**src/rtl/mm_cdr_seq_ctrl_pkg.sv**
```systemverilog
// Shared types and helpers for the MM CDR acquisition/tracking sequencer.
// The state encoding is reused by debug logic and the bench.
package mm_cdr_seq_ctrl_pkg;

  typedef enum logic [2:0] {
    IDLE     = 3'd0,
    EXT_HOLD = 3'd1,
    PROP_ACQ = 3'd2,
    FREQ_ACQ = 3'd3,
    TRACK    = 3'd4,
    LOCKED   = 3'd5
  } cdr_seq_state_t;

  function automatic logic use_trk_gains(cdr_seq_state_t s);
    return (s == TRACK) || (s == LOCKED);
  endfunction

  function automatic logic ext_pi_ctl_on(cdr_seq_state_t s);
    return (s == IDLE) || (s == EXT_HOLD);
  endfunction

  function automatic logic freq_est_on(cdr_seq_state_t s);
    return (s == FREQ_ACQ) || (s == TRACK) || (s == LOCKED);
  endfunction

endpackage

```
**src/rtl/mm_cdr_seq_ctrl_lock_det.sv**
```systemverilog
// Lock detector: |phase_error| against a threshold, with saturating run counters for
// consecutive in-lock and out-of-lock samples. lock_hit/lock_miss fire when a run reaches lock_len.
module mm_cdr_seq_ctrl_lock_det
  import mm_cdr_seq_ctrl_pkg::*;
#(
  parameter int unsigned Nadc      = 8,
  parameter int unsigned cnt_width = 16
) (
  input  logic                 clk,
  input  logic                 ext_rstb,
  input  logic                 clr,
  input  logic [Nadc+1:0]      phase_error,
  input  logic [Nadc:0]        lock_thresh,
  input  logic [cnt_width-1:0] lock_len,
  output logic                 lock_hit,
  output logic                 lock_miss
);

  localparam logic [Nadc:0]        AbsOne = {{Nadc{1'b0}}, 1'b1};
  localparam logic [cnt_width-1:0] CntOne = {{(cnt_width-1){1'b0}}, 1'b1};

  logic [Nadc:0]        pe_abs;
  logic                 in_lock;
  logic [cnt_width-1:0] len_m1;
  logic [cnt_width-1:0] in_run_q, in_run_d;
  logic [cnt_width-1:0] out_run_q, out_run_d;

  // Low bits of the two's-complement negation are exact for every negative value except the
  // most-negative one, which is saturated to the largest magnitude instead of wrapping to 0.
  always_comb begin
    pe_abs = phase_error[Nadc:0];
    if (phase_error[Nadc+1]) begin
      if (phase_error[Nadc:0] == '0) begin
        pe_abs = '1;
      end else begin
        pe_abs = ~phase_error[Nadc:0] + AbsOne;
      end
    end
  end

  assign in_lock   = pe_abs < lock_thresh;
  assign len_m1    = (lock_len == '0) ? '0 : lock_len - CntOne;
  assign lock_hit  = in_lock && (in_run_q >= len_m1);
  assign lock_miss = !in_lock && (out_run_q >= len_m1);

  always_comb begin
    in_run_d  = '0;
    out_run_d = '0;
    if (!clr) begin
      if (in_lock) begin
        in_run_d = (in_run_q == '1) ? in_run_q : in_run_q + CntOne;
      end else begin
        out_run_d = (out_run_q == '1) ? out_run_q : out_run_q + CntOne;
      end
    end
  end

  always_ff @(posedge clk or negedge ext_rstb) begin
    if (!ext_rstb) begin
      in_run_q  <= '0;
      out_run_q <= '0;
    end else begin
      in_run_q  <= in_run_d;
      out_run_q <= out_run_d;
    end
  end

endmodule

```
**src/rtl/mm_cdr_seq_ctrl.sv**
```systemverilog
// Acquisition/tracking sequencer for the 2nd-order MM CDR loop: steps from external PI control
// through acquisition gains to tracking gains, declares lock and re-acquires on lock loss.
module mm_cdr_seq_ctrl
  import mm_cdr_seq_ctrl_pkg::*;
#(
  parameter int unsigned Nadc       = 8,
  parameter int unsigned prop_width = 6,
  parameter int unsigned intg_width = 6,
  parameter int unsigned cnt_width  = 16
) (
  input  logic                  clk,
  input  logic                  ext_rstb,
  input  logic                  start,
  input  logic [Nadc+1:0]       phase_error,
  input  logic [prop_width-1:0] kp_acq,
  input  logic [prop_width-1:0] kp_trk,
  input  logic [intg_width-1:0] ki_acq,
  input  logic [intg_width-1:0] ki_trk,
  input  logic [cnt_width-1:0]  t_ext,
  input  logic [cnt_width-1:0]  t_prop,
  input  logic [cnt_width-1:0]  t_freq,
  input  logic [Nadc:0]         lock_thresh,
  input  logic [cnt_width-1:0]  lock_len,
  output logic [prop_width-1:0] Kp,
  output logic [intg_width-1:0] Ki,
  output logic                  en_ext_pi_ctl,
  output logic                  en_freq_est,
  output logic                  locked,
  output logic                  lock_lost,
  output logic [2:0]            seq_state
);

  localparam logic [cnt_width-1:0] CntOne = {{(cnt_width-1){1'b0}}, 1'b1};

  cdr_seq_state_t        state_q, state_d;
  logic [cnt_width-1:0]  dwell_q, dwell_d;
  logic [cnt_width-1:0]  dwell_t, dwell_lim;
  logic                  dwell_done;
  logic [prop_width-1:0] kp_q, kp_d;
  logic [intg_width-1:0] ki_q, ki_d;
  logic                  en_ext_q, en_ext_d;
  logic                  en_freq_q, en_freq_d;
  logic                  locked_q, locked_d;
  logic                  lock_lost_q, lock_lost_d;
  logic                  lock_hit, lock_miss, lock_clr;

  mm_cdr_seq_ctrl_lock_det #(
    .Nadc      (Nadc),
    .cnt_width (cnt_width)
  ) u_lock_det (
    .clk         (clk),
    .ext_rstb    (ext_rstb),
    .clr         (lock_clr),
    .phase_error (phase_error),
    .lock_thresh (lock_thresh),
    .lock_len    (lock_len),
    .lock_hit    (lock_hit),
    .lock_miss   (lock_miss)
  );

  always_comb begin
    dwell_t = '0;
    case (state_q)
      EXT_HOLD: dwell_t = t_ext;
      PROP_ACQ: dwell_t = t_prop;
      FREQ_ACQ: dwell_t = t_freq;
      default:  dwell_t = '0;
    endcase
  end

  // A dwell of 0 behaves as 1: leave after the first cycle in the state.
  assign dwell_lim  = (dwell_t == '0) ? '0 : dwell_t - CntOne;
  assign dwell_done = dwell_q >= dwell_lim;

  always_comb begin
    state_d = state_q;
    case (state_q)
      IDLE:     state_d = EXT_HOLD;
      EXT_HOLD: if (dwell_done) state_d = PROP_ACQ;
      PROP_ACQ: if (dwell_done) state_d = FREQ_ACQ;
      FREQ_ACQ: if (dwell_done) state_d = TRACK;
      TRACK:    if (lock_hit) state_d = LOCKED;
      LOCKED:   if (lock_miss) state_d = FREQ_ACQ;
      default:  state_d = IDLE;
    endcase
    if (!start) begin
      state_d = IDLE;
    end
  end

  assign lock_clr = (state_d != state_q) && use_trk_gains(state_d);

  // Outputs are registered from the next state so they line up with seq_state.
  always_comb begin
    dwell_d     = (state_d != state_q) ? '0 :
                  (dwell_q == '1)      ? dwell_q : dwell_q + CntOne;
    kp_d        = use_trk_gains(state_d) ? kp_trk : kp_acq;
    ki_d        = use_trk_gains(state_d) ? ki_trk : ki_acq;
    en_ext_d    = ext_pi_ctl_on(state_d);
    en_freq_d   = freq_est_on(state_d);
    locked_d    = (state_d == LOCKED);
    lock_lost_d = start && (state_q == LOCKED) && lock_miss;
  end

  always_ff @(posedge clk or negedge ext_rstb) begin
    if (!ext_rstb) begin
      state_q     <= IDLE;
      dwell_q     <= '0;
      kp_q        <= '0;
      ki_q        <= '0;
      en_ext_q    <= 1'b1;
      en_freq_q   <= 1'b0;
      locked_q    <= 1'b0;
      lock_lost_q <= 1'b0;
    end else begin
      state_q     <= state_d;
      dwell_q     <= dwell_d;
      kp_q        <= kp_d;
      ki_q        <= ki_d;
      en_ext_q    <= en_ext_d;
      en_freq_q   <= en_freq_d;
      locked_q    <= locked_d;
      lock_lost_q <= lock_lost_d;
    end
  end

  assign Kp            = kp_q;
  assign Ki            = ki_q;
  assign en_ext_pi_ctl = en_ext_q;
  assign en_freq_est   = en_freq_q;
  assign locked        = locked_q;
  assign lock_lost     = lock_lost_q;
  assign seq_state     = state_q;

endmodule

```
**config.mk**
```make
export PLATFORM = sky130hd
export DESIGN_NAME = mm_cdr_seq_ctrl
export DESIGN_NICKNAME = d
export VERILOG_FILES = /design/src/rtl/mm_cdr_seq_ctrl_pkg.sv /design/src/rtl/mm_cdr_seq_ctrl_lock_det.sv /design/src/rtl/mm_cdr_seq_ctrl.sv
export SDC_FILE = /design/constraint.sdc
export NUM_CORES = 1
export LEC_CHECK = 0
export ABC_AREA = 1
export BUFFER_PORTS_ARGS = -buffer_cell sky130_fd_sc_hd__buf_2
export CAP_MARGIN = 5
export CORE_MARGIN = 5
export CORE_UTILIZATION = 30
export DETAILED_ROUTE_END_ITERATION = 10
export SETUP_SLACK_MARGIN = 0.1
export SLEW_MARGIN = 20
export SYNTH_ARGS = -nofsm -noshare
export SYNTH_HDL_FRONTEND = slang
export SYNTH_SLANG_ARGS = --single-unit
```
**constraint.sdc**
```tcl
create_clock -name clk -period 10.3 [get_ports clk]
set_input_delay 0.515 -clock clk [delete_from_list [all_inputs] [get_ports clk]]
set_output_delay 0.515 -clock clk [all_outputs]
set_load 0.02 [all_outputs]
```
==> flow_summary.toml <==
[logic_synthesis]
synth_flop_cell = "dfrtp_1"
synth_area_mm2 = 0.00639
syn_nets = 1124
async_flop_share_pct = 100
ys_warn_count = 0
synth_cell_types = 43
synth_cells = 951
syn_area_per_cell_um2 = 6.72
synth_edf_count = 0
ys_seq_area_share_pct = 26.3
ys_ff_latch = 67

[floorplanning]
start_util_pct = 30.4
dieArea_mm2 = 0.0243
die_w_um = 156
die_height_um = 156
row_count = 53
core_area_mm2 = 0.0210
ios = 129

[cells_and_area]
layout_common_cells = "nand2_1, inv_1, buf_2"
final_nets = 1243
fillers = 2279
stdcell_count = 1350
layout_commonest_cell = "nand2_1"
final_core_util_pct = 35.8
diodes = 0
drive_above_1_share_pct = 18.5
syn_to_final_growth_pct = 17.9

[timing]
setup_slack_ns = 5.55
drv_slew = 0
period_minus_slack_ns = 4.75
fmax_ghz = 0.211
slew_headroom_pct = 32.8
setup_tns_ns = 0
finalHoldViolCount = 0
finClkSkew_ns = 0.00431
setup_violations = 0
rsz0062_at_grt = "no"
period_share_pct = 46.1
tightest_slew_ns = 1.01

[setup_path]
critPathMaxFanout = 48
path_class = "flop to flop"
critPathCaptureType = "flop"
worstPathRequired_ns = 10.55
cp.arrival_ns = 5.00
startpoint_type = "flop"

[route]
wirelength_um = 17400
wl_per_cell_um = 12.9
first_pass_iters = 4
viasPerCell = 4.67
drt-initial-drc-count = 238
dr_total_vias = 6310
ant_nets = 0
drcViolationCount = 0

[clock_tree]
cts_htree_levels = 3
cts_setup_buffers = 0
clk_latency_ns = 0.34
cts_tree = "yes"
cts.root.buffer_cell = "clkbuf_16"
ctsResizeCount = 0
clock_path_buffers = 2
numCtsBuffers = 9
clk_pin_slew_worst_paths_ns = 0.06
ctsHoldBuffers = 0
cts_sinks = 67

[outcome]
status = "completed"

[global_route]
grt_overflow = 0
grt_pass1_wl_um = 29400
grt_usage_pct = 14.8
grt_pass1_vias = 6131
antenna_found_initial = 0
grt_max_degree = 68

[power]
max-vdd-ir-drop_v = 0.0000686
report.power.total_uw = 819
p_per_area_mw_per_mm2 = 109
p_leak_nw = 4.00

[placed_design]
io_buffers = 128
place_inst = 1334
place.gp.congestion = 0.916
dp_slack_ns = 5.08
dp_hpwl_um = 13700

[min_path]
hp-class = "input port to asynchronous set/reset pin"

[flow_run]
maxCapViolCount = 0
[final timing paths]
kind	cells after the start	from	slack, ns	end
max in group asynchronous	1	ext_rstb	9.41	u_lock_det.out_run_q[9]$_DFFE_PN0P_
min in group clk	3	kp_trk[1]	0.37	Kp[1]$_DFF_PN0_
max reg2reg	20	seq_state[1]$_DFF_PN0_	5.55	u_lock_det.in_run_q[12]$_DFFE_PN0P_
min	1	ext_rstb	0.30	dwell_q[5]$_DFFE_PN0P_
max	20	seq_state[1]$_DFF_PN0_	5.55	u_lock_det.in_run_q[12]$_DFFE_PN0P_
min reg2reg	2	dwell_q[14]$_DFFE_PN0P_	0.61	dwell_q[14]$_DFFE_PN0P_
[synth_stat cells (9+ instances only)]
cell	instances	area share (%)
a21oi_1	66	5.2
dfrtp_1	66	26
ha_1	63	12
inv_1	147	8.6
inv_2	9	0.53
nand2_1	237	14
nand3_1	73	5.7
nand4_1	18	1.8
nor2_1	93	5.5
nor3_1	19	1.5
o21ai_0	44	3.4
or2_2	12	1.2
xor2_1	15	2.1
[final cells by class]
class | count | area [um^2] | share of cell area [%]
Inverter | 156 | 586 | 7.78
Sequential cell | 67 | 1680 | 22.3
Tap cell | 275 | 344 | 4.57
Clock buffer | 10 | 239 | 3.17
Multi-Input combinational cell | 708 | 4000 | 53.1
Timing Repair Buffer | 128 | 643 | 8.54
Clock inverter | 6 | 41.3 | 0.548
[state kept, by name (all words and copies together) (netlist names)]
| register | cells |
|---|---|
| locked | 1 |
| dwell_q | 16 |
| seq_state | 3 |
| Ki | 6 |
| en_ext_pi_ctl | 1 |
| u_lock_det.out_run_q | 16 |
| lock_lost | 1 |
| en_freq_est | 1 |
| Kp | 6 |
| u_lock_det.in_run_q | 16 |
[critical path, stage by stage (launching register included)]
cell and delay (ns):
dfrtp_1 0.49, inv_2 0.07, nand3_2 0.16, inv_2 0.15, a221oi_2 0.47, nand2_1 0.18
nor3_4 0.25, nand3_2 0.31, nand3_1 0.21, ha_1 0.25, a21oi_1 0.15, o21ai_0 0.10
a21oi_1 0.23, nand2_1 0.13, a21oi_1 0.18, nand2_2 0.10, nand2_4 0.21, nand2_1 0.08
nand2_1 0.12, nand3_4 0.48, a21oi_1 0.31
[logic make-up after synthesis]
family                     after synthesis  share of synthesized area (%)
AOI/OAI and AO/OA                      147                           13.8
xor gates and xnor gates                22                           3.02
adders and majority gates               63                           12.3
buffers and inverters                  176                           11.2
DFF                                     67                           26.3
and+or+nand+nor                        476                           33.3
[per-stage QoR]
step                      area [um^2]  hold WS (ns)
after floorplan                  6390         0.219
after global placement           7240         0.596
after detailed placement         7240         0.601
after CTS                        7520         0.338
after global routing             7530         0.364
final                            7530         0.304
[power by group]
| part | internal (mW) | total [mW] | switching (mW) |
|---|---|---|---|
| clock | 0.169 | 0.289 | 0.120 |
| combinational | 0.0894 | 0.239 | 0.150 |
| sequential | 0.276 | 0.291 | 0.0143 |
| total | 0.535 | 0.819 | 0.284 |
[routing by layer]
layer  GRT usage, %  share of wire (%)
met1           19.4                 48
met3           2.88                3.9
met4           3.83                1.5
met2           24.9                 46
met5              0                  0
Power figures use the tool's default switching activity.
